$ cat src/rtl/simon_pkg.sv
// simon_pkg: state encoding, colour names and helpers shared by simon_engine and simon_lfsr.
package simon_pkg;

  typedef enum logic [2:0] {IDLE, EXTEND, PLAY_ON, PLAY_OFF, INPUT, LOSE, WIN} simon_state_t;

  typedef enum logic [1:0] {GREEN = 2'd0, RED = 2'd1, YELLOW = 2'd2, BLUE = 2'd3} simon_color_t;

  function automatic logic [7:0] bcd_inc(input logic [7:0] v);
    return v[3:0] == 4'd9 ? {v[7:4] + 4'd1, 4'd0} : {v[7:4], v[3:0] + 4'd1};
  endfunction

  // Right-shifting Galois feedback masks giving a maximal-length sequence per width
  function automatic logic [31:0] lfsr_taps(input int w);
    case (w)
      2:       return 32'h3;
      3:       return 32'h6;
      4:       return 32'hC;
      5:       return 32'h14;
      6:       return 32'h30;
      7:       return 32'h60;
      8:       return 32'hB8;
      9:       return 32'h110;
      10:      return 32'h240;
      11:      return 32'h500;
      12:      return 32'hE08;
      13:      return 32'h1C80;
      14:      return 32'h3802;
      15:      return 32'h6000;
      16:      return 32'hB400;
      17:      return 32'h12000;
      18:      return 32'h20400;
      19:      return 32'h72000;
      20:      return 32'h90000;
      24:      return 32'hE10000;
      32:      return 32'hA3000000;
      default: return 32'hB400;
    endcase
  endfunction

endpackage

$ cat src/rtl/simon_lfsr.sv
// simon_lfsr: free-running Galois LFSR, loads SEED on synchronous active-low reset.
module simon_lfsr
  import simon_pkg::*;
#(
  parameter int LFSR_W = 16,
  parameter logic [LFSR_W-1:0] SEED = LFSR_W'(1)
) (
  input  logic              clk,
  input  logic              rst_n,
  output logic [LFSR_W-1:0] q
);

  localparam logic [LFSR_W-1:0] TAPS = LFSR_W'(lfsr_taps(LFSR_W));

  always_ff @(posedge clk)
    q <= !rst_n ? SEED : (q >> 1) ^ (q[0] ? TAPS : '0);

endmodule

$ cat src/rtl/simon_engine.sv
// simon_engine: Simon game engine - sequence store, timed lamp playback, key checking, BCD scores.
// Define SIMON_INPUT_TIMEOUT_EN to make an idle INPUT phase of TIMEOUT_TICKS cycles lose the game.
module simon_engine
  import simon_pkg::*;
#(
  parameter int NUM_COLORS    = 4,
  parameter int MAX_LEN       = 99,
  parameter int LFSR_W        = 16,
  parameter int DISP_TICKS    = 25_000_000,
  parameter int GAP_TICKS     = 10_000_000,
  parameter int TIMEOUT_TICKS = 250_000_000,
  localparam int CW = $clog2(NUM_COLORS)
) (
  input  logic          clk,
  input  logic          rst_n,
  input  logic          start,
  input  logic          key_valid,
  input  logic [CW-1:0] key_code,
  output logic          lamp_valid,
  output logic [CW-1:0] lamp_color,
  output logic          awaiting_input,
  output logic          game_over,
  output logic          game_won,
  output logic [7:0]    score_bcd,
  output logic [7:0]    best_bcd
);

  localparam int IW = $clog2(MAX_LEN + 1);
  localparam int PMAX = DISP_TICKS > GAP_TICKS ? DISP_TICKS : GAP_TICKS;
`ifdef SIMON_INPUT_TIMEOUT_EN
  localparam int TMAX = TIMEOUT_TICKS > PMAX ? TIMEOUT_TICKS : PMAX;
`else
  localparam int TMAX = PMAX;
`endif
  localparam int TW = $clog2(TMAX + 1);
  localparam logic [CW:0] NC = (CW + 1)'(NUM_COLORS);

  if (NUM_COLORS < 2 || NUM_COLORS > 8 || MAX_LEN < 1 || MAX_LEN > 99 || DISP_TICKS < 1 ||
      GAP_TICKS < 1 || TIMEOUT_TICKS < 1 || LFSR_W <= CW || LFSR_W > 32) begin : g_param_check
    $error("simon_engine: parameter out of range");
  end

  simon_state_t state, state_d;
  logic [IW-1:0] len, idx, idx_inc;
  logic [TW-1:0] tick;
  logic [CW-1:0] mem [MAX_LEN];
  logic [CW-1:0] new_color, cur_color;
  logic [CW:0] r;
  logic [LFSR_W-1:0] lfsr_q;
  logic [LFSR_W-CW-1:0] lfsr_unused;
  logic key_ok, key_hit, last_key, on_done, off_done, timeout, tick_run, start_ok;

  simon_lfsr #(.LFSR_W(LFSR_W), .SEED(LFSR_W'(1))) u_lfsr (
    .clk(clk),
    .rst_n(rst_n),
    .q(lfsr_q)
  );

  // Only the low CW bits feed the colour; folding keeps non-power-of-two palettes in range
  assign lfsr_unused = lfsr_q[LFSR_W-1:CW];
  assign r = {1'b0, lfsr_q[CW-1:0]};
  assign new_color = r >= NC ? CW'(r - NC) : r[CW-1:0];
  assign cur_color = mem[idx];
  assign idx_inc = idx + 1'b1;
  assign key_ok = key_valid && {1'b0, key_code} < NC;
  assign key_hit = key_ok && key_code == cur_color;
  assign last_key = idx_inc == len;
  assign on_done = tick == TW'(DISP_TICKS - 1);
  assign off_done = tick == TW'(GAP_TICKS - 1);
  assign start_ok = start && (state == IDLE || state == LOSE || state == WIN);
`ifdef SIMON_INPUT_TIMEOUT_EN
  assign timeout = tick == TW'(TIMEOUT_TICKS - 1);
`else
  assign timeout = 1'b0;
`endif

  always_comb begin
    state_d = state;
    tick_run = 1'b0;
    case (state)
      IDLE, LOSE, WIN: state_d = start ? EXTEND : state;
      EXTEND:          state_d = PLAY_ON;
      PLAY_ON: begin
        state_d = on_done ? PLAY_OFF : PLAY_ON;
        tick_run = 1'b1;
      end
      PLAY_OFF: begin
        state_d = !off_done ? PLAY_OFF : last_key ? INPUT : PLAY_ON;
        tick_run = 1'b1;
      end
      INPUT: begin
        state_d = key_ok ? (!key_hit ? LOSE : !last_key ? INPUT : len == IW'(MAX_LEN) ? WIN : EXTEND)
                         : timeout ? LOSE : INPUT;
`ifdef SIMON_INPUT_TIMEOUT_EN
        tick_run = !key_hit;
`endif
      end
      default: state_d = IDLE;
    endcase
  end

  always_ff @(posedge clk)
    state <= !rst_n ? IDLE : state_d;

  // The tick counter restarts on every state change, so each phase times itself from zero
  always_ff @(posedge clk) begin
    if (!rst_n) begin
      len <= '0;
      idx <= '0;
      tick <= '0;
      score_bcd <= '0;
      best_bcd <= '0;
    end else begin
      tick <= tick_run && state_d == state ? tick + 1'b1 : '0;
      if (start_ok) begin
        len <= '0;
        score_bcd <= '0;
      end
      if (state == EXTEND) begin
        len <= len + 1'b1;
        idx <= '0;
      end
      if (state == PLAY_OFF && off_done) idx <= last_key ? '0 : idx_inc;
      if (state == INPUT && key_hit) idx <= idx_inc;
      if (state == INPUT && key_hit && last_key) score_bcd <= bcd_inc(score_bcd);
      if ((state == LOSE || state == WIN) && score_bcd > best_bcd) best_bcd <= score_bcd;
    end
  end

  always_ff @(posedge clk)
    if (rst_n && state == EXTEND) mem[len] <= new_color;

  assign lamp_valid = state == PLAY_ON;
  assign lamp_color = lamp_valid ? cur_color : '0;
  assign awaiting_input = state == INPUT;
  assign game_over = state == LOSE;
  assign game_won = state == WIN;

endmodule

$ cat config.mk
export PLATFORM = sky130hd
export DESIGN_NAME = simon_engine
export DESIGN_NICKNAME = d
export VERILOG_FILES = /design/src/rtl/simon_pkg.sv /design/src/rtl/simon_lfsr.sv /design/src/rtl/simon_engine.sv
export SDC_FILE = /design/constraint.sdc
export NUM_CORES = 1
export LEC_CHECK = 0
export BUFFER_PORTS_ARGS = -buffer_cell sky130_fd_sc_hd__buf_2
export CORE_MARGIN = 1
export CORE_UTILIZATION = 50
export DETAILED_ROUTE_END_ITERATION = 8
export PLACE_DENSITY = 0.62
export SYNTH_ARGS = -nofsm -noshare
export SYNTH_HDL_FRONTEND = slang
export SYNTH_SLANG_ARGS = --single-unit
export TNS_END_PERCENT = 30
$ cat constraint.sdc
create_clock -name clk -period 4.3 [get_ports clk]
set_clock_uncertainty 0.2 [all_clocks]
set_input_delay 0.86 -clock clk [delete_from_list [all_inputs] [get_ports clk]]
set_output_delay 0.86 -clock clk [all_outputs]
set_load 0.05 [all_outputs]
After elaboration in Yosys (flattened, before gate mapping)
Memories as Yosys holds them, arrays and structs flattened. A register that Yosys moved wholly into a read port is not among the register bits.
Cells that the tools add are included.
Word-level totals
  flip-flop bits (word level): 74
  memory bits (writable): 198
  input bits: 6
  output and inout port bits: 22
  logic and storage cells: 77
  memories kept: 1
Cells by class
  $add $sub $neg: 6
  order comparisons: 2
  eq/ne operators: 14
  multiplexer cells: 26
  bitwise operators: 1
  reduce and logical (&&, ||, !) cells: 19
Memories
  mem: words 99, bits a word 2, rd ports 1, clocked after memory_dff 1, wr ports 1, line simon_engine.sv:46  | logic [CW-1:0] mem [MAX_LEN];
Operators with widths (number)
  7-bit 2-to-1 mux: 8
  25-bit by 1-bit adder with 25-bit output (second input constant): 1
  25-bit by 24-bit equality test with 1-bit output (second input constant): 1
  25-bit equality test (second input constant): 1
  8-bit 2-to-1 mux: 3
  3-bit 2-to-1 mux: 7
  16-bit 2-to-1 mux: 1
  15-bit by 16-bit bitwise XOR with 16-bit output: 1
  3-bit one-hot mux with 5 select lines: 1
  7-bit by 1-bit adder with 7-bit output (second input constant): 2
  3-bit equality test (second input constant): 3
  4-bit by 1-bit adder with 4-bit output (second input constant): 2
  8-bit greater-than comparator: 1
  1-bit logical AND: 8
  7-bit equality test: 1
  7-bit equality test (second input constant): 1
  3-bit by 2-bit equality test with 1-bit output (second input constant): 2
  4-bit equality test (second input constant): 1
  1-bit 2-to-1 mux: 4
  2-bit 2-to-1 mux: 2
  2-bit AND reduction: 2
  2-bit nonzero test: 2
  3-bit by 1-bit equality test with 1-bit output (second input constant): 1
  3-bit equality test: 1
  9 further kinds: 11

Logic depth before layout (Yosys ltp)
  depth in word-level cells: 9
  mapped depth: 12
  depth with buffers taken out: 10

Modules after synthesis
From an unflattened synthesis, not the netlist that was laid out.
Second synthesis, totals
  cell total of the unflattened synthesis: 965
  area total of the unflattened synthesis: 12285.5 um^2
Modules (own cells, without submodules)
  simon_engine: times used 1, cells an instance 929, area each 11832.6 um^2, seq. area each 7247.0 um^2
  simon_lfsr: times used 1, cells an instance 36, area each 452.9 um^2, seq. area each 320.3 um^2

Least setup slack after synthesis
No wires, ideal clock.
  kind: register to register
  start point: register state[0]
  end point: register score_bcd[4]
  library setup time: 65 ps
  arrival: 2925 ps
  data required time: 4035 ps
  setup slack: 1110 ps
  cell stages (with the launch flop): 9
  buffers on the path: 1
  period minus slack after synthesis: 3190 ps
  path through: dfxtp_1 -> clkbuf_1 -> nor3_1 -> nand2_1 -> nor2_1 -> nand2_1 -> a221oi_2 -> mux2_1 -> nor2_1
On the way
  elaborated cells on any way between the ends: 13
  those cells by class: 4 x eq/ne; 1 x mux; 8 x reduce/logical
RTL lines
  start, declared: line simon_engine.sv:43  | simon_state_t state, state_d;
  start signal, assigned: line simon_engine.sv:103  | state <= !rst_n ? IDLE : state_d;
  3-bit equality test *
  via awaiting_input: line simon_engine.sv:21  | output logic awaiting_input,
  1-bit logical AND * (2 in series): line simon_engine.sv:125  | if (state == INPUT && key_hit && last_key) score_bcd <= bcd_inc(score_bcd);
  2-bit by 1-bit inequality test with 1-bit output (no line) or 2-bit nonzero test (tied branches)
  2-bit AND reduction (no line)
  end signal, assigned: line simon_engine.sv:125
  end, declared: line simon_engine.sv:24  | output logic [7:0] score_bcd,
The timed path passes the listed nets; every way through them passes the cells marked *.
A chain may end at the register's enable or synchronous reset.

==> results.md <==
Drt:
- In this run the remaining antenna-violating nets after routing total 0.
- The routed layout has about 7600 vias.
- The detailed-router iteration count before antenna repair is 5.
- The routed wirelength normalized by instance count is between 20 and 25 um.
- The wire length reported by the detailed router is 27.1 mm.
- The number of DRC violations after detailed-routing iteration 0 is roughly 510.
- In the routed design, unresolved DRC markers number 0.
- In the routed layout, each cell is associated on average with a via count of 5.69.

CTS:
- The clock tree from TritonCTS is yes.
- The number of buffers between clock root and the deepest sink is 3.
- Once the clock tree was built, the setup fixing pass inserted 0 buffers.
- The number of H-tree branching levels is 1.
- After clock tree synthesis, the clock-pin slew on the worst setup and hold paths is ~0.060 ns.
- The clock insertion delay at the later pin of the skew report is between 0.5 and 0.6 ns.
- The tree is rooted in a clkbuf_16.
- The clock buffer count from CTS is 30.
- The count of hold buffers inserted by post-cts repair is 0.
- Counting every sink on the clock net gives between 200 and 300.
- After clock tree synthesis, the repair step resized 0 gates.

Cells and area:
- The final standard cell utilization of the core is 57.8%.
- Registers take about 7600 um2.
- For this run, the number of standard cells in the final layout without fillers is between 1000 and 1500.
- The layout overhead on the synthesized area is 12.4%.
- The finished cells cover around 14000 um2.
- The area taken by multi-input logic gates is roughly 4300 um2.
- In the layout the commonest cells are edfxtp_1, nor2_1, dfxtp_1.
- In the final layout, the share of cells above drive strength 1 is between 10% and 20%.
- The final layout contains ~1000 nets.
- Counting the fill cells in the layout gives a little under 2000.
- The antenna diode instance count is 0.
- The most common cell after layout, fill and taps aside is edfxtp_1.

Floorplan:
- The starting density of the core is approximately half.
- The number of placement rows is 56.
- The die boundary width is 158 um.
- The die height is about 160 um.
- The count of boundary I/O pins is 28.
- The core outline area is approximately 24000 um2.
- The overall die area is ~25000 um2.

Power:
- The internal portion of the total power is 4.48 mW.
- The analysis attributes to cell leakage a power of 4.47 nW.
- Registers are responsible for around half of the overall power.
- VDD sags by at most approximately 0.33 mV.
- The clock network accounts for a little under half of the total power.
- Net switching is approximately a fifth of the power.
- The total power divided by cell area is about 410 nW/um2.
- The proportion of power drawn by combinational gates is between 1.5 and 2%.
- Summed over all nets, the switching power comes to around 1.1 mW.

Setup path:
- The worst setup path category is flop to primary output.
- STA classifies the critical path startpoint as a flop.
- The required arrival time at the worst endpoint is 3.24 ns.
- Data arrives at the worst endpoint at about 3 ns.
- STA classifies the critical path endpoint as a primary output.
- The maximum fanout along the worst path is 18.

Synth:
- The Yosys step of the flow raised 0 warnings.
- Counting every net in the synthesized netlist gives around 1000.
- The synthesized area per cell is roughly 13 um2.
- The cell taking the most area after synthesis is edfxtp_1.
- Of the synthesized area, sequential elements account for around 62%.
- For this run, the leading register cell type out of synthesis is edfxtp_1.
- The number of synthesized register bits is 279.
- Counting flops with a built-in enable in the synthesized netlist gives slightly below 200.
- After synthesis, the largest area contributor takes up 49.0% of total cell area.
- For this run, asynchronously set or reset flops after synthesis account for 0%.
- Synthesis instantiated 66 different standard cells from the library.
- The synthesized netlist occupies a cell area of approximately 12000 um2.
- After synthesis, the cell types taking the most area are edfxtp_1, dfxtp_1, mux4_2.
- The cell count after synthesis came out at roughly 950.

Run:
- Max-cap violations in this run came to 0.

Global route:
- The maximum number of pins on one net before global-route repair is 100.
- The first-pass GRT wire length is 42.2 mm.
- Global routing finished with a remaining overflow of 0.
- The number of antenna violations at the first check in global routing is 0.
- The via count of the first global-routing pass is 7315.
- The combined global-route utilization of all metal layers is 22.5%.

STA:
- The final count of pins violating max slew was 0.
- The worst-case setup margin in the final layout is roughly 0.16 ns.
- The clock period minus worst slack is about 4.1 ns.
- The share of the clock period used by the worst path is between 90% and 100%.
- In this run the tightest slew margin relative to its limit is 32.7%.
- The number of endpoints with negative hold slack in the final report was 0.
- The total setup violations reported at the end of the flow is 0.
- The top achievable clock speed is around 0.24 GHz.
- At the pin with the least slew margin, the transition time is 1.01 ns.
- Setup repair after global routing left no endpoint under its margin.
- The total negative slack is 0 ns.

Placed design:
- The post-placement worst setup slack is 0.674 ns.
- Counting tap cells, the placed design contains a total of around 1300 instances.
- The count of input and output buffers is 27.
- Summing all placed instances gives a cell area of roughly 13000 um2.
- The congestion estimate from routability-driven global placement came to between 0.8 and 0.9.
- The placed wire-length estimate after detailed placement is 17.4 mm.

Hold path:
- The path class of the tightest hold or removal check is flop to flop.

Outcome:
- The run finished with clean final reports.
layout make-up:
type                       instances  area share [%]
sequential                       279            55.5
clock buffer                      42            6.61
multi-input combinational        609            31.4
tap                              319            2.92
inverter                          20           0.550
clock inverter                    12           0.898
timing repair buffer              47            2.18
worst max-delay path: stages (launching register included):
cell and delay, ns:
dfxtp_4 0.54, buf_4 0.32, mux4_2 0.24, mux2i_1 0.12, and2_0 0.20, nor4b_1 0.55, o31a_1 0.25, buf_2 0.29
sequential cells by signal, indices dropped and copies added (netlist names), named ones only:
name and cells:
score_bcd 8, len 7, best_bcd 8, idx 7, tick 25, u_lfsr.q 16, mem 198, state 3
metrics by stage:
stage | hold slack, ns | power, mW
after global routing | 0.246 | 5.75
after global placement | 0.216 | 3.04
after floorplan | 0.212 | 3.00
after CTS | 0.236 | 5.64
final | 0.232 | 5.60
after detailed placement | 0.222 | 3.04
power by group through the flow:
stage | Combinational [mW] | Clock (mW) | Sequential, mW
3_5_place_dp | 0.105 | 0 | 2.93
5_1_grt | 0.114 | 2.76 | 2.87
4_1_cts | 0.105 | 2.66 | 2.87
2_1_floorplan | 0.0663 | 0 | 2.94
6_report | 0.105 | 2.62 | 2.88
3_3_place_gp | 0.104 | 0 | 2.93
routing by layer:
layer | part of all wire (%) | vias to the layer above | wire (um) | GRT usage, %
met4 | 1.8 | 0 | 495 | 5.09
met3 | 4.8 | 36 | 1310 | 2.82
li1 | - | 3556 | - | -
met1 | 47 | 3763 | 12700 | 32.9
met2 | 47 | 203 | 12600 | 36.0
met5 | 0 | - | 0 | 0
synthesized netlist by cell type, types with 5 or more instances:
library cell  instances
and3_1               18
a31oi_1               5
nand2b_1              5
clkbuf_1             32
nand3_1              40
buf_2                 5
a22oi_1              17
mux4_2               30
a21oi_1              16
inv_1                18
nor2b_1              21
nor3_1                7
xor2_1               17
edfxtp_1            198
mux2_2                5
ha_1                 14
nor2_1              165
nand3b_1              5
and2_1               20
nand2_1              55
xnor2_1              20
nand4_1              12
mux2i_1              57
dfxtp_1              81
o21ai_0              14
final timing paths:
check                             to  cells after the start  slack [ns]                    start
max                    lamp_color[1]                      7        0.16                     flop
min          u_lfsr.q[14]$_SDFF_PN0_                      1        0.23  u_lfsr.q[15]$_SDFF_PN0_
max reg2reg                     flop                     10        0.66                     flop
min reg2reg  u_lfsr.q[14]$_SDFF_PN0_                      1        0.23  u_lfsr.q[15]$_SDFF_PN0_
cell families after synthesis:
| kind of cell | count (synthesis) | synth area share (%) |
|---|---|---|
| simple gates | 373 | 14.6 |
| xor+xnor | 39 | 3.04 |
| fa+ha+maj | 14 | 1.44 |
| compound gates | 88 | 5.14 |
| mux | 95 | 11.0 |
| flops | 279 | 62.3 |
| buf+inv | 65 | 2.49 |
No activity file was read; power rests on OpenSTA's default activity.
